<file path="config.mk">
export PLATFORM = sky130hd
export DESIGN_NAME = nibble_serial_adder_ctrl
export DESIGN_NICKNAME = d
export VERILOG_FILES = /design/src/rtl/nibble_adder_pkg.sv /design/src/rtl/brent_kung_adder_4bit.sv /design/src/rtl/nibble_serial_adder_ctrl.sv
export SDC_FILE = /design/constraint.sdc
export NUM_CORES = 1
export LEC_CHECK = 0
export BUFFER_PORTS_ARGS = -buffer_cell sky130_fd_sc_hd__buf_2
export CAP_MARGIN = 20
export CORE_MARGIN = 2
export CORE_UTILIZATION = 51
export DETAILED_ROUTE_END_ITERATION = 10
export GPL_ROUTABILITY_DRIVEN = 0
export PLACE_DENSITY = 0.76
export RECOVER_POWER = 50
export REMOVE_ABC_BUFFERS = 1
export SLEW_MARGIN = 25
export SYNTH_ARGS = -nofsm -noshare
export SYNTH_HDL_FRONTEND = slang
export SYNTH_SLANG_ARGS = --single-unit
</file>
<file path="constraint.sdc">
create_clock -name clk -period 2.2 [get_ports clk]
set_clock_uncertainty 0.1 [all_clocks]
set_input_delay 0.44 -clock clk [delete_from_list [all_inputs] [get_ports clk]]
set_output_delay 0.44 -clock clk [all_outputs]
set_load 0.02 [all_outputs]
</file>
<file path="src/rtl/nibble_adder_pkg.sv">
// Shared definitions for the nibble-serial adder controller and its 4-bit slice.
package nibble_adder_pkg;

   localparam int NIBBLE_W = 4;

   typedef enum logic [1:0] {
      IDLE = 2'd0,
      RUN  = 2'd1,
      DONE = 2'd2
   } state_t;

   function automatic bit width_is_valid(input int width);
      return (width >= NIBBLE_W) && ((width % NIBBLE_W) == 0);
   endfunction

endpackage

</file>
<file path="src/rtl/brent_kung_adder_4bit.sv">
// Combinational 4-bit Brent-Kung adder slice; the port set is shared with the
// approximate slices that may later replace it.
module brent_kung_adder_4bit (
   input  logic [3:0] a,
   input  logic [3:0] b,
   input  logic       cin,
   output logic [3:0] sum,
   output logic       carry_out
);

   logic [3:0] g_s;
   logic [3:0] p_s;
   logic [3:0] c_s;
   logic       g0c_s;
   logic       g10_s;
   logic       g32_s;
   logic       p32_s;

   assign g_s = a & b;
   assign p_s = a ^ b;

   // Carry-in is folded into the bit-0 generate so the tree needs no extra level.
   assign g0c_s = g_s[0] | (p_s[0] & cin);
   assign g10_s = g_s[1] | (p_s[1] & g0c_s);
   assign g32_s = g_s[3] | (p_s[3] & g_s[2]);
   assign p32_s = p_s[3] & p_s[2];

   assign c_s       = {g_s[2] | (p_s[2] & g10_s), g10_s, g0c_s, cin};
   assign sum       = p_s ^ c_s;
   assign carry_out = g32_s | (p32_s & g10_s);

endmodule

</file>
<file path="src/rtl/nibble_serial_adder_ctrl.sv">
// WIDTH-bit adder built from one 4-bit slice, one nibble per clock, LSB nibble
// first, with valid/ready handshakes on operand and result sides.
module nibble_serial_adder_ctrl
   import nibble_adder_pkg::*;
#(
   parameter int WIDTH = 16
) (
   input  logic             clk,
   input  logic             rst,
   input  logic             in_valid,
   output logic             in_ready,
   input  logic [WIDTH-1:0] a,
   input  logic [WIDTH-1:0] b,
   input  logic             cin,
   output logic             out_valid,
   input  logic             out_ready,
   output logic [WIDTH-1:0] sum,
   output logic             cout,
   output logic             busy
);

   localparam int NIB   = WIDTH / NIBBLE_W;
   localparam int CNT_W = (NIB > 1) ? $clog2(NIB) : 1;
   localparam logic [CNT_W-1:0] LAST_CNT = CNT_W'(NIB - 1);

   if (!width_is_valid(WIDTH)) begin : g_bad_width
      $error("nibble_serial_adder_ctrl: WIDTH must be a positive multiple of 4");
   end

   state_t              state_r;
   state_t              state_next_s;
   logic [CNT_W-1:0]    cnt_r;
   logic [WIDTH-1:0]    a_sh_r;
   logic [WIDTH-1:0]    b_sh_r;
   logic [WIDTH-1:0]    sum_r;
   logic                carry_r;
   logic                in_ready_r;
   logic                accept_s;
   logic                last_s;
   logic [NIBBLE_W-1:0] slice_sum_s;
   logic                slice_cout_s;

   assign accept_s = in_valid & in_ready_r & (state_r == IDLE);
   assign last_s   = (cnt_r == LAST_CNT);

   brent_kung_adder_4bit u_slice (
      .a         (a_sh_r[NIBBLE_W-1:0]),
      .b         (b_sh_r[NIBBLE_W-1:0]),
      .cin       (carry_r),
      .sum       (slice_sum_s),
      .carry_out (slice_cout_s)
   );

   // Next-state decode for the IDLE/RUN/DONE sequencer.
   always_comb begin
      state_next_s = state_r;
      case (state_r)
         IDLE: begin
            if (accept_s) state_next_s = RUN;
            else          state_next_s = IDLE;
         end
         RUN: begin
            if (last_s) state_next_s = DONE;
            else        state_next_s = RUN;
         end
         DONE: begin
            if (out_ready) state_next_s = IDLE;
            else           state_next_s = DONE;
         end
         default: state_next_s = IDLE;
      endcase
   end

   // State register; in_ready is registered so it is low throughout reset.
   always_ff @(posedge clk) begin
      if (rst) begin
         state_r    <= IDLE;
         in_ready_r <= 1'b0;
      end else begin
         state_r    <= state_next_s;
         in_ready_r <= (state_next_s == IDLE);
      end
   end

   // Operand shifters, result shifter, inter-nibble carry and step counter.
   always_ff @(posedge clk) begin
      if (rst) begin
         a_sh_r  <= {WIDTH{1'b0}};
         b_sh_r  <= {WIDTH{1'b0}};
         sum_r   <= {WIDTH{1'b0}};
         carry_r <= 1'b0;
         cnt_r   <= {CNT_W{1'b0}};
      end else begin
         case (state_r)
            IDLE: begin
               if (accept_s) begin
                  a_sh_r  <= a;
                  b_sh_r  <= b;
                  carry_r <= cin;
                  cnt_r   <= {CNT_W{1'b0}};
               end
            end
            RUN: begin
               a_sh_r  <= a_sh_r >> NIBBLE_W;
               b_sh_r  <= b_sh_r >> NIBBLE_W;
               // New nibble enters at the top so nibble 0 ends at bit 0 after NIB steps.
               sum_r   <= (sum_r >> NIBBLE_W) | (WIDTH'(slice_sum_s) << (WIDTH - NIBBLE_W));
               carry_r <= slice_cout_s;
               if (!last_s) cnt_r <= cnt_r + CNT_W'(1);
            end
            default: begin
               cnt_r <= cnt_r;
            end
         endcase
      end
   end

   assign in_ready  = in_ready_r;
   assign out_valid = (state_r == DONE);
   assign busy      = (state_r != IDLE);
   assign sum       = sum_r;
   assign cout      = carry_r;

endmodule

</file>
==> run metrics, run 1 <==
status complete, no violations; Critical Path Sink Type flip-flop; Post-DRT Antenna Nets 0; reg2reg path depth 7; Initial DRC Count 70; root buffer cell clkbuf_8; DR WL/cell 12.6 um; total power 0.00206 W; Yosys reg bits 54; final setup vio count 0; DRC 0; area grow syn2layout 14.7%; first-pass GRT wire length 8.34 mm; max frequency 0.482 GHz; fin nets 370; vias per cell 5.21; CTS tree done; peak supply drop 0.505 mV; slew of the pin with the lowest slew margin 0.648 ns; cell area after synthesis 2440 um2; final critical-path setup slack 0.126 ns; fraction of layout cells with a size suffix above 1 24.1%; Final Util 60.2%; number of global-route vias before repair 1879; Longest Clk Path Bufs 2; largest net degree at the start of global routing 50; hold buffers post-CTS 0; final instance area 2810 um2; ANT cells 0; H-tree depth 2; DP HPWL 3.26 mm; Hold Path End a_sh_r[14]; number of I/O port buffers 56; routed vias 1992; Hold Path Class in -> reg; RSZ-0062 raised after global routing false; Worst Path Required 2.34 ns; Max-slew headroom 56.8%; clk_lat worst skew 0.31 ns; hold wc startpoint a[14]; gate count of the mapped netlist 280; CTS sink cnt 54; number of cells on the worst hold path 3; Yosys cell types 33; row count 25; Die Y 73.2 um; synth warn 0; CP arrival 2.22 ns; crit path max fanout 2; register area share after synthesis 44.2%; fin crit share 94.3%; Die ar. 5360 um2; WS Path Type reg -> reg; clk slew on worst S/H paths 0.10 ns; P_leak 1.06 nW; flop2flop setup slack 0.13 ns; endpoints failing hold 0; Pwr per Cell Area 736 nW/um2; post-CTS setup buffers 0; Horiz. Die Dim 73.2 um; Core ar. 4660 um2; cts bufs inserted 5; max-cap check violation count 0; most common cell after layout, fill and taps aside nand2_1; highest-count cells in the layout ignoring fill and taps nand2_1 (75), dfxtp_1 (53), nor2_1 (40); r2r endpoint sum[15]; Final Max Slew Viols 0; Placement Setup Slack 0.00580 ns; minimum clock period 2.07 ns; DRT Wirelength 4.82 mm; initial antenna violation count 0; placed cell area 2760 um2; crit path launch type flip-flop; # IOs 57; Avg Cell Area, Syn 8.73 um2; first-pass detailed-route iteration total 4; Initial Utilization 52.5%; GRT Total Usage 20.1%; FF-to-FF Start cout; GRT overflow 0
==> synthesized netlist by cell type <==
library cell / count / area [um2]
buf_4: 5 / 37.5
or2_1: 2 / 12.5
nand2b_4: 1 / 13.8
nor2_1: 39 / 146
and2_1: 1 / 6.26
a2111o_1: 1 / 11.3
a311oi_2: 20 / 300
a311oi_1: 4 / 35.0
nor2_4: 1 / 11.3
a22oi_1: 9 / 67.6
xnor2_1: 1 / 8.76
inv_1: 8 / 30.0
buf_6: 3 / 33.8
clkbuf_1: 3 / 11.3
nor2_2: 1 / 6.26
nand2b_1: 1 / 6.26
a211oi_1: 3 / 22.5
nand3b_1: 1 / 7.51
ha_1: 3 / 37.5
a21oi_1: 16 / 80.1
a31oi_1: 1 / 6.26
o31ai_1: 1 / 7.51
nor2b_1: 4 / 25.0
dfxtp_1: 54 / 1080
o21ai_0: 3 / 15.0
nand2_1: 75 / 282
buf_2: 10 / 50.1
buf_1: 2 / 7.51
nor3_1: 1 / 5.00
fa_1: 3 / 60.1
or3_1: 1 / 6.26
o21ai_1: 1 / 5.00
a21oi_2: 1 / 8.76
==> area by class of cell <==
cell class,count,area [um2]
tap,54,67.6
clock inverter,2,12.5
multi-input combinational,195,1190
clock buffer,6,82.6
sequential,54,1080
inverter,8,30.0
fill,442,1860
timing repair buffer,63,335
==> what timing repair did <==
action | CTS | global route
endpoints found under the setup margin | 1 | 1
pin swaps | 0 | 1
gates resized for setup | 1 | 3
cloned | 0 | 0
==> worst max-delay path by stage <==
| stage | from | to | slack [ns] |
|---|---|---|---|
| finish | cout | sum[15] | 0.13 |
| CTS | cout | sum[15] | 0.02 |
| detailed placement | cout | sum[15] | 0.006 |
| global placement | cout | sum[15] | 0.1 |
| floorplan | state_r[0] | a_sh_r[0] | -0.40 |
| global route | cout | sum[15] | 0.04 |
==> power breakdown <==
part / switching [W] / internal (W)
combinational: 0.000235 / 0.000158
clock: 0.000327 / 0.000254
sequential: 0.0000398 / 0.00105
total: 0.000602 / 0.00146
==> cells by family (layout without fill, tap and decap cells) <==
logic type	count (synthesis)	in the layout	synth area share, %
simple gates	128	128	21.6
fa+ha+maj	6	6	3.99
flops	54	54	44.2
compound gates	60	60	22.9
buf+inv	31	79	6.96
xor+xnor	1	1	0.358
==> metrics by stage <==
step                cells  hold WS [ns]  setup TNS (ns)
floorplan             257         0.350          -12.94
global placement      374         0.340               0
detailed placement    374         0.347               0
CTS                   382         0.265               0
global route          382         0.277               0
finish                382         0.268               0
==> sequential cells by signal, summed over array words and instances (netlist names) <==
name      flops
a_sh_r       16
b_sh_r       16
cnt_r         2
cout          1
in_ready      1
state_r       2
sum          16
==> metal layers <==
metal	track usage [%]	share of wire, %	vias up
met2	33.6	46	57
met5	0	0	-
met3	4.83	5.0	7
li1	-	-	1041
met4	7.41	1.5	0
met1	24.9	48	887
==> worst max-delay path: stages (launching register included) <==
cell     delay, ns
dfxtp_2       0.34
inv_1         0.06
fa_2          0.39
fa_2          0.36
fa_2          0.35
xnor2_1       0.18
nand2_1       0.08
a21oi_1       0.15
Note: power is estimated with default switching activity, not from simulation.
==> run 2: changes to the inputs <==
--- a/config.mk
+++ b/config.mk
@@ -7,11 +7,13 @@
 export LEC_CHECK = 0
 export BUFFER_PORTS_ARGS = -buffer_cell sky130_fd_sc_hd__buf_2
 export CAP_MARGIN = 20
+export CELL_PAD_IN_SITES_DETAIL_PLACEMENT = 1
+export CELL_PAD_IN_SITES_GLOBAL_PLACEMENT = 1
 export CORE_MARGIN = 2
-export CORE_UTILIZATION = 51
+export CORE_UTILIZATION = 39
 export DETAILED_ROUTE_END_ITERATION = 10
 export GPL_ROUTABILITY_DRIVEN = 0
-export PLACE_DENSITY = 0.76
+export PLACE_DENSITY_LB_ADDON = 0.1
 export RECOVER_POWER = 50
 export REMOVE_ABC_BUFFERS = 1
 export SLEW_MARGIN = 25
==> run metrics, run 2 (same netlist as run 1, synthesis figures left out) <==
worst path bufs/invs 1 (unchanged); final setup vio count 0 (unchanged); Die Y 83.2 um (+14%); met2 Usage GRT 28.7% (-4.9 points); combinational group share of total power 18.5% (-0.5 points); Critical Path Sink Type flip-flop; M3 GR Usage 3.68% (-1.2 points); Max-slew headroom 57.1% (+0.27 points); Core ar. 5990 um2 (+29%); first-pass detailed-route iteration total 4 (unchanged); Switching Power 0.000599 W (-0.46%); first-pass GRT wire length 9.69 mm (+16%); Longest Clk Path Bufs 2 (unchanged); DR WL/cell 13.7 um (+8.5%); highest-count cells in the layout ignoring fill and taps nand2_1 (75), dfxtp_1 (53), nor2_1 (39); area grow syn2layout 16.4%; initial antenna violation count 0 (unchanged); ANT cells 0 (unchanged); Final Max Slew Viols 0 (unchanged); root buffer cell clkbuf_8; CTS sink cnt 54 (unchanged); clk_lat worst skew 0.30 ns (about the same); largest net degree at the start of global routing 33 (-34%); number of global-route vias before repair 2076 (+10%); vias per cell 5.10 (-2.2%); Initial Utilization 40.8% (-12 points); met1 Use GR 21.7% (-3.1 points); most common cell after layout, fill and taps aside nand2_1; Placement Setup Slack 0.0152 ns (+0.00939 ns); number of I/O port buffers 56 (unchanged); part of the power in registers 50.8% (-2.0 points); minimum clock period 2.10 ns (+0.0219 ns); max-cap check violation count 0 (unchanged); Post-DRT Antenna Nets 0 (unchanged); Horiz. Die Dim 83.2 um (+14%); P_leak 1.06 nW (+0.35%); DRC 0 (unchanged); Worst Path Required 2.34 ns (about the same); fin crit share 95.3% (+1.0 points); most used cell along the critical path fa_2; Clock power frac 30.6% (+2.5 points); endpoints failing hold 0 (unchanged); RSZ-0062 raised after global routing false; Top delay family on crit path adder cells; CP arrival 2.23 ns (about the same); Cell Int Power 0.00155 W (+6.0%); crit path launch type flip-flop; busiest grt layer met2; Hold Path Class in -> reg; cts bufs inserted 5 (unchanged); Pwr per Cell Area 755 nW/um2 (+2.6%); crit path max fanout 2 (unchanged); peak supply drop 0.281 mV (-44%); status complete, no violations; DP HPWL 3.88 mm (+19%); fin nets 370 (unchanged); CP cell instances inv_1 > fa_2 > fa_2 > fa_1 > xnor2_1 > nand2_1 > a21oi_1; routed vias 2055 (+3.2%); row count 28 (+12%); WS Path Type reg -> reg; H-tree depth 2 (unchanged); GRT Total Usage 16.9% (-3.2 points); CP max stage delay 0.40 ns (about the same); Switching Share 27.9% (-1.3 points); Die ar. 6920 um2 (+29%); DRT Wirelength 5.52 mm (+14%); CTS tree done; slew of the pin with the lowest slew margin 0.644 ns (-0.00405 ns); setup TNS 0 ns (unchanged); fraction of layout cells with a size suffix above 1 23.8% (-0.30 points); clk slew on worst S/H paths 0.09 ns (about the same); post-CTS setup buffers 0 (unchanged); # IOs 57 (unchanged); max frequency 0.477 GHz (-1.0%); final critical-path setup slack 0.104 ns (-0.0219 ns); CP max stage cell fa_2; Initial DRC Count 61 (-13%); GRT overflow 0 (unchanged)
## run 2: cell types whose count changed in the layout (fill, tap and decap cells not counted), sizes merged
| cell | change |
|---|---|
| bufinv | +1 |
| clkinv | -1 |
## run 2: final timing paths
path              slack [ns]         end  depth (start not counted)  startpoint
setup / recovery        0.10     sum[15]                          7        cout
hold reg to reg         0.36      sum[2]                          2      sum[2]
hold / removal          0.28  b_sh_r[15]                          3       b[15]
setup reg to reg        0.10     sum[15]                          7        cout
## run 2: final cells by class
cell class / count / area, um2
clock buffers: 6 / 72.6
clock inverters: 2 / 37.5
fillers: 739 / 3150
inverters: 8 / 30.0
multi-input cells: 195 / 1200
flip-flops and latches: 54 / 1080
well taps: 75 / 93.8
repair buffers: 63 / 333
## run 2: worst min-delay path: cells and delay by family
family                 cells  cell delay [ns]
AOI/OAI and AO/OA          1             0.06
buffers and inverters      1             0.08
and+or+nand+nor            1             0.07
## run 2: metal layers
layer	wire, um	up-vias
met4	37	0
met3	240	4
li1	-	1037
met1	2480	975
met5	0	-
met2	2760	39
## run 2: power by group through the flow
stage / Clock (W) / Combinational (W) / Sequential, W
2_1_floorplan: 0 / 0.000251 / 0.00112
3_3_place_gp: 0 / 0.000400 / 0.00111
3_5_place_dp: 0 / 0.000410 / 0.00112
4_1_cts: 0.000685 / 0.000413 / 0.00109
5_1_grt: 0.000735 / 0.000455 / 0.00110
6_report: 0.000658 / 0.000398 / 0.00109
## run 2: what timing repair did
action / 4_1_cts / 5_1_grt
endpoints found under the setup margin: 1 / 1
hold buffers: 0 / 0
pin swaps: 0 / 1
gates resized for setup: 1 / 2
## run 2: through the flow
step / area (um2) / hold slack [ns] / total power (W) / util (%) / std cells
2_1_floorplan: 2300 / 0.350 / 0.00137 / - / 257
3_3_place_gp: 2770 / 0.340 / 0.00151 / 46.2 / 395
3_5_place_dp: 2770 / 0.347 / 0.00153 / 46.2 / 395
4_1_cts: 2880 / 0.274 / 0.00219 / 48.1 / 403
5_1_grt: 2850 / 0.293 / 0.00229 / 47.5 / 403
6_report: 2850 / 0.281 / 0.00215 / 47.5 / 403
==> run 3: changes to the inputs <==
--- a/config.mk
+++ b/config.mk
@@ -10,7 +10,7 @@
 export CELL_PAD_IN_SITES_DETAIL_PLACEMENT = 1
 export CELL_PAD_IN_SITES_GLOBAL_PLACEMENT = 1
 export CORE_MARGIN = 2
-export CORE_UTILIZATION = 39
+export CORE_UTILIZATION = 30
 export DETAILED_ROUTE_END_ITERATION = 10
 export GPL_ROUTABILITY_DRIVEN = 0
 export PLACE_DENSITY_LB_ADDON = 0.1
==> run metrics, run 3 (same netlist as run 1, synthesis figures left out) <==
CTS sink cnt 54 (unchanged); met2 Usage GRT 23.3% (-5.5 points); CP max stage cell fa_2; routed vias 2052 (-0.15%); Pwr per Cell Area 734 nW/um2 (-2.9%); vias per cell 4.77 (-6.4%); Clock power frac 29.1% (-1.5 points); Max-slew headroom 58.6% (+1.5 points); busiest grt layer met2; first-pass detailed-route iteration total 4 (unchanged); final std cells w/o fill 430 (+6.7%); clk_lat worst skew 0.31 ns (about the same); area grow syn2layout 18.1%; crit path from cout; Switching Share 28.8% (+0.96 points); M3 GR Usage 3.21% (-0.47 points); # IOs 57 (unchanged); number of global-route vias before repair 2094 (+0.87%); fraction of layout cells with a size suffix above 1 24.4% (+0.61 points); most used cell along the critical path fa_2; GRT overflow 0 (unchanged); Initial DRC Count 49 (-20%); worst path bufs/invs 1 (unchanged); max-cap check violation count 0 (unchanged); highest-count cells in the layout ignoring fill and taps nand2_1 (75), dfxtp_1 (52), nor2_1 (40); minimum clock period 2.11 ns (+0.00991 ns); initial antenna violation count 0 (unchanged); ANT cells 0 (unchanged); root buffer cell clkbuf_8; DRC 0 (unchanged); CP arrival 2.25 ns (+0.02 ns); CTS tree done; H-tree depth 2 (unchanged); FF-to-FF Start cout; Fillers 957 (+29%); DR WL/cell 13.2 um (-3.9%); final instance area 2890 um2 (+1.5%); DP HPWL 3.92 mm (+0.97%); GRT Total Usage 13.7% (-3.1 points); cts bufs inserted 5 (unchanged); crit path max fanout 2 (unchanged); CP max stage delay 0.41 ns (about the same); crit path launch type flip-flop; Placed Cells 422 (+6.8%); status complete, no violations; combinational group share of total power 19.3% (+0.8 points); Longest Clk Path Bufs 2 (unchanged); met1 Use GR 17.6% (-4.1 points); WS Path Type reg -> reg; final setup vio count 0 (unchanged); Top delay family on crit path adder cells; most common cell after layout, fill and taps aside nand2_1; endpoints failing hold 0 (unchanged); max frequency 0.475 GHz (-0.47%); Final Max Slew Viols 0 (unchanged); largest net degree at the start of global routing 40 (+21%); setup TNS 0 ns (unchanged); Worst Path Required 2.34 ns (about the same); Critical Path Sink Type flip-flop; DRT Wirelength 5.66 mm (+2.5%); Switching Power 0.000611 W (+2.0%); Die Y 94.3 um (+13%); P_leak 1.07 nW (+0.66%); first-pass GRT wire length 9.66 mm (-0.35%); row count 32 (+14%); part of the power in registers 51.6% (+0.8 points); clk slew on worst S/H paths 0.10 ns (about the same); placed cell area 2820 um2 (+1.7%); Post-DRT Antenna Nets 0 (unchanged); post-CTS setup buffers 0 (unchanged); slew of the pin with the lowest slew margin 0.621 ns (-0.0231 ns); total power 0.00212 W (-1.4%); fin nets 370 (unchanged); CP cell instances inv_1 > fa_2 > fa_2 > fa_1 > xnor2_1 > nand2_1 > a21oi_1; peak supply drop 0.266 mV (-5.3%); number of I/O port buffers 56 (unchanged); Die ar. 8890 um2 (+28%); Hold Path Class in -> reg; Horiz. Die Dim 94.3 um (+13%); hold wc startpoint b[13]; hold buffers post-CTS 0 (unchanged); Core ar. 7810 um2 (+30%); Cell Int Power 0.00151 W (-2.7%); fin crit share 95.7% (+0.45 points); Initial Utilization 31.3% (-9.5 points)
-- run 3: area by class of cell --
| cell class | instances | area (um2) | area share (%) |
|---|---|---|---|
| timing repair buffer | 63 | 345 | 12.0 |
| inverter | 8 | 30.0 | 1.04 |
| clock inverter | 1 | 8.76 | 0.303 |
| sequential | 54 | 1080 | 37.5 |
| tap | 102 | 128 | 4.42 |
| clock buffer | 7 | 96.3 | 3.34 |
| multi-input combinational | 195 | 1200 | 41.4 |
-- run 3: stage by stage --
step / hold slack, ns / setup WS (ns) / util (%)
5_1_grt: 0.286 / -0.0102 / 37.0
6_report: 0.275 / 0.0941 / 37.0
2_1_floorplan: 0.350 / -0.397 / -
3_3_place_gp: 0.341 / 0.0786 / 36.1
4_1_cts: 0.272 / 0.0416 / 37.4
3_5_place_dp: 0.353 / 0.00949 / 36.1
-- run 3: worst paths after layout --
path,cells past startpoint,to,slack (ns)
worst max-delay path,7,sum[15],0.09
worst min-delay path,3,b_sh_r[13],0.27
worst max register to register,7,sum[15],0.09
worst min register to register,2,sum[0],0.37
-- run 3: routing by layer --
layer | vias up | wire length (um)
li1 | 1042 | -
met1 | 967 | 2690
met2 | 38 | 2670
met3 | 5 | 242
met4 | 0 | 49
met5 | - | 0
-- run 3: repair_timing --
item / in CTS / in global routing
gates resized for setup: 1 / 3
endpoints found under the setup margin: 1 / 1
pin swaps: 0 / 1
-- run 3: worst reg2reg max path, delay by kind of cell, from the launching register on --
kind            cells  cell delay (ns)
compound gates      1             0.14
simple gates        1             0.07
buf+inv             1             0.06
fa+ha+maj           3             1.20
flops               1             0.34
xor+xnor            1             0.14
-- run 3: power by group through the flow --
stage	combinational (W)	sequential, W	clock [W]
2_1_floorplan	0.000251	0.00112	0
3_3_place_gp	0.000421	0.00111	0
3_5_place_dp	0.000426	0.00111	0
4_1_cts	0.000428	0.00109	0.000653
5_1_grt	0.000469	0.00110	0.000681
6_report	0.000409	0.00109	0.000617
